`src/rtl/button_debounce.sv`:
```
// Pushbutton conditioner: two-flop synchroniser, debounce FSM and event pulses
// (press, release, long press) plus a toggle level for LED drive.
module button_debounce #(
    parameter int DEBOUNCE_CYCLES = 500000,
    parameter int LONG_CYCLES     = 50000000,
    parameter bit ACTIVE_LOW      = 1'b0
) (
    input  logic CLK,
    input  logic RST_N,
    input  logic BUTTON,
    output logic PRESSED,
    output logic PRESS,
    output logic RELEASE,
    output logic LONG_PRESS,
    output logic TOGGLE
);
    localparam int DW = $clog2(DEBOUNCE_CYCLES + 1);
    localparam int LW = $clog2(LONG_CYCLES + 1);
    localparam logic [DW-1:0] DB_LAST   = DW'(DEBOUNCE_CYCLES - 1);
    localparam logic [LW-1:0] LONG_LAST = LW'(LONG_CYCLES - 1);
    localparam logic [LW-1:0] LONG_MAX  = LW'(LONG_CYCLES);

    typedef enum logic [1:0] {IDLE, ARMING, HELD, DISARMING} state_t;

    state_t        state_q, state_d;
    logic [DW-1:0] cnt_q, cnt_d;
    logic [LW-1:0] long_q, long_d;
    logic          sync1_q, sync2_q;
    logic          pressed_q, pressed_d;
    logic          press_q, press_d;
    logic          release_q, release_d;
    logic          long_press_q, long_press_d;
    logic          toggle_q, toggle_d;
    logic          sync;
    logic          accept_press;
    logic          accept_release;

    assign sync = sync2_q ^ ACTIVE_LOW;

    assign accept_press   = (state_q == ARMING) && sync && (cnt_q == DB_LAST);
    assign accept_release = (state_q == DISARMING) && !sync && (cnt_q == DB_LAST);

    // Synchroniser flops reset to the idle pin level so reset never looks like a press.
    always_ff @(posedge CLK or negedge RST_N) begin
        if (!RST_N) begin
            sync1_q      <= ACTIVE_LOW;
            sync2_q      <= ACTIVE_LOW;
            state_q      <= IDLE;
            cnt_q        <= '0;
            long_q       <= '0;
            pressed_q    <= 1'b0;
            press_q      <= 1'b0;
            release_q    <= 1'b0;
            long_press_q <= 1'b0;
            toggle_q     <= 1'b0;
        end else begin
            sync1_q      <= BUTTON;
            sync2_q      <= sync1_q;
            state_q      <= state_d;
            cnt_q        <= cnt_d;
            long_q       <= long_d;
            pressed_q    <= pressed_d;
            press_q      <= press_d;
            release_q    <= release_d;
            long_press_q <= long_press_d;
            toggle_q     <= toggle_d;
        end
    end

    always_comb begin
        state_d = state_q;
        cnt_d   = cnt_q;
        case (state_q)
            IDLE: begin
                if (sync) begin
                    state_d = ARMING;
                    cnt_d   = DW'(1);
                end else begin
                    cnt_d = '0;
                end
            end
            ARMING: begin
                if (!sync) begin
                    state_d = IDLE;
                    cnt_d   = '0;
                end else if (cnt_q == DB_LAST) begin
                    state_d = HELD;
                    cnt_d   = '0;
                end else begin
                    cnt_d = cnt_q + 1'b1;
                end
            end
            HELD: begin
                if (!sync) begin
                    state_d = DISARMING;
                    cnt_d   = DW'(1);
                end else begin
                    cnt_d = '0;
                end
            end
            DISARMING: begin
                if (sync) begin
                    state_d = HELD;
                    cnt_d   = '0;
                end else if (cnt_q == DB_LAST) begin
                    state_d = IDLE;
                    cnt_d   = '0;
                end else begin
                    cnt_d = cnt_q + 1'b1;
                end
            end
            default: begin
                state_d = IDLE;
                cnt_d   = '0;
            end
        endcase
    end

    // Long counter runs while the debounced level is high and parks at LONG_CYCLES.
    always_comb begin
        pressed_d    = pressed_q;
        press_d      = accept_press;
        release_d    = accept_release;
        toggle_d     = toggle_q ^ accept_press;
        long_press_d = pressed_q && (long_q == LONG_LAST);
        long_d       = long_q;
        if (accept_press) begin
            pressed_d = 1'b1;
        end else if (accept_release) begin
            pressed_d = 1'b0;
        end
        if (accept_press || accept_release) begin
            long_d = '0;
        end else if (pressed_q && (long_q != LONG_MAX)) begin
            long_d = long_q + 1'b1;
        end
    end

    assign PRESSED    = pressed_q;
    assign PRESS      = press_q;
    assign RELEASE    = release_q;
    assign LONG_PRESS = long_press_q;
    assign TOGGLE     = toggle_q;

endmodule

```
`config.mk`:
```
export PLATFORM = sky130hd
export DESIGN_NAME = button_debounce
export DESIGN_NICKNAME = d
export VERILOG_FILES = /design/src/rtl/button_debounce.sv
export SDC_FILE = /design/constraint.sdc
export NUM_CORES = 1
export LEC_CHECK = 0
export CORE_ASPECT_RATIO = 1.1
export CORE_UTILIZATION = 60
export DETAILED_ROUTE_END_ITERATION = 12
export PLACE_DENSITY = 0.78
export SLEW_MARGIN = 5
export SYNTH_ARGS = -nofsm -noshare
export SYNTH_HDL_FRONTEND = slang
export SYNTH_SLANG_ARGS = --single-unit
```
`constraint.sdc`:
```
create_clock -name CLK -period 2.2 [get_ports CLK]
set_clock_uncertainty 0.05 [all_clocks]
set_input_delay 0.33 -clock CLK [delete_from_list [all_inputs] [get_ports CLK]]
set_output_delay 0.33 -clock CLK [all_outputs]
set_load 0.02 [all_outputs]
```
**Word level (Yosys, flattened, before mapping)**

Index checks and enable logic that the tools add are counted.

- Output and inout port bits: 5
- Word-level logic and storage cells: 52
- Register bits after elaboration: 54
- Input bits: 3

- $add $sub $neg: 2
- Equal/unequal tests: 10
- Reduce and logical (&&, ||, !) cells: 12
- Bitwise logic cells: 1
- Muxes and demuxes: 17

Operators with widths:

| cell | number |
|---|---|
| $pmux 19 s4 | 1 |
| $mux 19 | 3 |
| $mux 26 | 2 |
| $add 26x1->26 const B | 1 |
| $eq 26x26->1 const B | 1 |
| $ne 26x26->1 const B | 1 |
| $add 19x1->19 const B | 1 |
| $eq 19x19->1 const B | 1 |
| $mux 2 | 6 |
| $pmux 2 s4 | 1 |
| $logic_and 1x1->1 | 6 |
| $ne 3x2->1 const B | 2 |
| $eq 2x2->1 const B | 2 |
| $mux 1 | 4 |
| $ne 2x2->1 const B | 2 |
| $reduce_and 4->1 | 1 |
| $reduce_bool 2->1 | 2 |
| $eq 2x1->1 const B | 1 |
| $logic_not 2->1 | 1 |
| $logic_not 1->1 | 1 |
| $logic_or 1x1->1 | 1 |
| $xor 1x1->1 | 1 |

**Longest topological paths before layout**

- Word-level depth: 5
- Gate-level depth with buffers: 7
- Mapped depth without buffers: 6

**Least setup slack after synthesis**

OpenSTA, ideal clock, no wires.

- Kind: flip-flop to flip-flop
- Start: register pressed_q (netlist: PRESSED)
- End: register long_q[25]
- Path buffers: 2
- Path slack: 0.364 ns
- Period minus slack after synthesis: 1.836 ns
- Cell stages (with the launch flop): 7
- Data arrival time: 1.708 ns
- Required time: 2.073 ns
- Library setup time: 0.077 ns
- Path through: dfrtp_1 -> buf_4 -> and4_4 -> nand4_2 -> buf_6 -> or4_1 -> a21oi_1

- Word-level cells in the longest chain between the ends: 2

Ends and longest elaborated chain:

| element | RTL line | source |
|---|---|---|
| start, declared | 29 | `logic pressed_q, pressed_d;` |
| start signal, assigned | 62 | `pressed_q <= pressed_d;` |
| $logic_and 1x1->1 | 134 | `end else if (pressed_q && (long_q != LONG_MAX)) begin` |
| $reduce_bool 2->1 (no line) | -- |  |
| end signal, assigned | 61 | `long_q <= long_d;` |
| end, declared | 27 | `logic [LW-1:0] long_q, long_d;` |

Every way passes these cells.
A chain may end at the register's enable or synchronous reset.

**Worst setup path in the final report**

- Start: register long_q[0]
- End: register long_q[10]

- Word-level cells in the longest chain between the ends: 3
- Elaborated cells between the ends (all ways): 6
- Classes of those cells: add/sub (1); eq/ne (1); mux (2); reduce/logical (2)

Ends and longest elaborated chain:

| element | RTL line |
|---|---|
| $add 26x1->26 or $ne 26x26->1 (tied branches) | 135, 134 |
| $mux 26 or $logic_and 1x1->1 (tied branches) | 134 |
| $mux 26 or $reduce_bool 2->1 (tied branches) | -- |

Parallel ways exist; a longest one is shown, timed or not. The select of a mux whose other input is x is not followed.

==> metrics.txt <==
run status finished, final reports clean; die area 5090 sq um; Lkg Pwr 1.26 nW; Via Count 2228; first drt pass iteration count 4; Cell Pwr Density 542 nW/um^2; Routed WL 5510 microns; I/O pin total 8; Worst Path Arrival 2.21 ns; post-CTS setup buffers 0; Worst Hold Launch sync1_q; number of synthesized flops with an enable pin 0; CTS Root Cell clkbuf_8; share of the synthesized area in the top cell type 46.8%; final hold violation count 0; Cells after Synth 286; Min-Delay Path Class reg -> reg; Clk pin slew, worst setup/hold paths around 0.1 ns; post-synth top area cell dfrtp_1; post-synthesis cell type count 46; Worst slew margin a little over 60%; largest net degree at the start of global routing 31; vias in the first global route 2017; RSZ-0062 raised after global routing no; compound-cell area share of the yosys netlist 12.1%; via-per-instance ratio 6.29; sequential-to-total area share from yosys stat 46.8%; CP Class reg -> reg; Max Root-Sink Buffers 2; Worst-Skew Late Latency roughly 0.30 ns; Avg Inst Size Synth approximately 10 sq um; DP Wirelength 3940 microns; initial core utilization 62.5%; row count 26; Synth area leaders dfrtp_1, xor2_1, a21oi_1; Post-Synth Simple-Gate Area 27.0%; Max Freq 494 MHz; r2r setup slk 0.18 ns; mux contribution to synthesized area 2.47%; share of layout cells above drive strength 1 10.1%; initial antenna violation count 0; crit-path max FO 7; gr usage total 23.7%; wire length per cell 15.6 microns; GP Congestion 0.809; Worst Hold End sync; synth warn 0; PortBufs 7; VDD IR max around 0.00032 V; Placed Instances 345; Ant. Diodes 0; CTS H-tree depth 2; Max Slew Vio Count 0; first-pass GRT wire length 9000 microns; final setup vio count 0; core footprint 4620 sq um; Final Non-Filler Cells 354; total CTS buffers 5; max-cap violation count 0; setup TNS 0 ns; worst slew pin tran 0.593 ns; Tmin final 2.02 ns; RR Endpoint long_q[10]; Required @ worst endpoint 2.38 ns; R2R Path Start long_q[0]; largest family of logic cells by synthesized area simple AND/OR/NAND/NOR gates; Final ANT Viol Nets 0; Yosys reg bits 54; R2R depth 5; XOR/XNOR Fraction of Synth Area under 10%; fin nets 303; die width ~68 microns; DRT iter0 DRCs between 100 and 150; Critical Path Source Type flop; top_reg_cell synth dfrtp_1; Area growth, synth to finish 8.88%; Crit. End Element flop; CTS sink count 54; filler instances 353; CTS tree yes; die height 74.8 microns; Min-Delay Path Depth 0; adder-cell area share of the yosys netlist 1.30%; mapped cell area 2890 sq um; final period utilization just over 90%; DRC 0; Post-Syn Nets 292; FFs w/ async S/R, synth 100%; Overflow after GRT 0
-- cells in the final DEF, fill, tap and decap left out, types with 3 or more instances in the layout --
cell	Yosys	routed
o21ai_0	17	17
clkbuf_8	0	5
and3_1	5	5
nand2_1	14	14
clkdlybuf4s50_1	0	6
buf_4	1	4
nand3_1	13	13
or4_1	11	11
inv_1	12	12
nand4_1	13	13
ha_1	3	3
a211oi_1	4	3
nor3_1	3	3
and4_1	6	6
o31ai_1	9	9
dfrtp_1	54	54
o21bai_1	5	5
xor2_1	15	15
or3_1	10	10
nor2_1	21	21
a21oi_1	20	20
mux2i_1	6	6
xnor2_1	7	7
-- cell usage after synthesis, types with 2 or more instances --
library cell and n:
or4_1 11, or3_1 10, nand3_1 13, a211oi_1 4
inv_1 12, ha_1 3, nand2_1 14, nor2_1 21
nor4bb_1 2, a21oi_1 20, nor3_1 3, nand4_2 2
and4_1 6, o21ai_0 17, xor2_1 15, buf_6 2
nand2b_1 2, and3_1 5, nor4_1 3, nor4_4 2
xnor2_1 7, o21bai_1 5, mux2i_1 6, dfrtp_1 54
nand4_1 13, buf_2 6, o31ai_1 9
-- layout make-up --
class | count | area, sq um | share of cell area (%)
timing repair buffer | 13 | 125 | 3.98
inverter | 12 | 45.0 | 1.43
sequential | 54 | 1350 | 43.0
tap | 56 | 70.1 | 2.23
multi-input combinational | 211 | 1440 | 45.9
clock inverter | 2 | 37.5 | 1.19
clock buffer | 6 | 72.6 | 2.31
-- through the flow --
stage	hold slack, ns	util, %	setup slack, ns	power [W]	instance area, sq um
2_1_floorplan	-0.0156	-	0.364	0.00104	2890
4_1_cts	0.307	68.0	0.126	0.00172	3140
3_3_place_gp	0.284	65.4	0.213	0.00107	3020
6_report	0.306	68.1	0.175	0.00170	3140
5_1_grt	0.318	68.1	0.0634	0.00176	3140
3_5_place_dp	0.285	65.4	0.146	0.00107	3020
-- flip-flops by register name, summed over array words and instances (netlist names), named ones only --
name        cells
LONG_PRESS      1
sync            1
PRESS           1
PRESSED         1
sync1_q         1
RELEASE         1
TOGGLE          1
long_q         26
state_q         1
cnt_q          19
-- metal layers --
metal,vias up,global-route usage [%],wire length [microns]
li1,1084,-,-
met1,1108,28.1,2460
met2,28,41.9,2880
met3,8,4.09,92
met4,0,9.95,80
met5,-,0,0
-- critical path, cell delays in order (launching register included) --
cell and delay (ns):
dfrtp_1 0.46, ha_1 0.30, nand3_1 0.15, or4_1 0.51, a211oi_2 0.26, mux2i_1 0.22
-- power by group --
group          total (W)  internal (W)  switching, W
Sequential       0.00100      0.000997    0.00000525
Combinational  0.0000451     0.0000133     0.0000318
Clock           0.000656      0.000340      0.000316
-- cell families after synthesis --
kind of cell,Yosys count
AOI/OAI and AO/OA,58
DFF,54
muxes,7
buffers and inverters,21
and+or+nand+nor,121
xor gates and xnor gates,22
adders and majority gates,3
-- worst max path at each step --
| stage | end | from | slack [ns] | cells after the start |
|---|---|---|---|---|
| finish | long_q[10] | long_q[0] | 0.18 | 5 |
| floorplan | long_q[25] | PRESSED | 0.36 | 6 |
| detailed placement | long_q[10] | long_q[0] | 0.15 | 5 |
| global route | long_q[10] | long_q[0] | 0.06 | 5 |
| global placement | long_q[10] | long_q[1] | 0.21 | 5 |
| CTS | long_q[10] | long_q[0] | 0.13 | 5 |
-- repair_timing --
item / 4_1_cts / 5_1_grt
resized for setup: 0 / 1
endpoints found under the hold margin: 24 / 0
hold buffers: 1 / 0
setup endpoints to repair: 0 / 1
No activity file was read; power rests on OpenSTA's default activity.
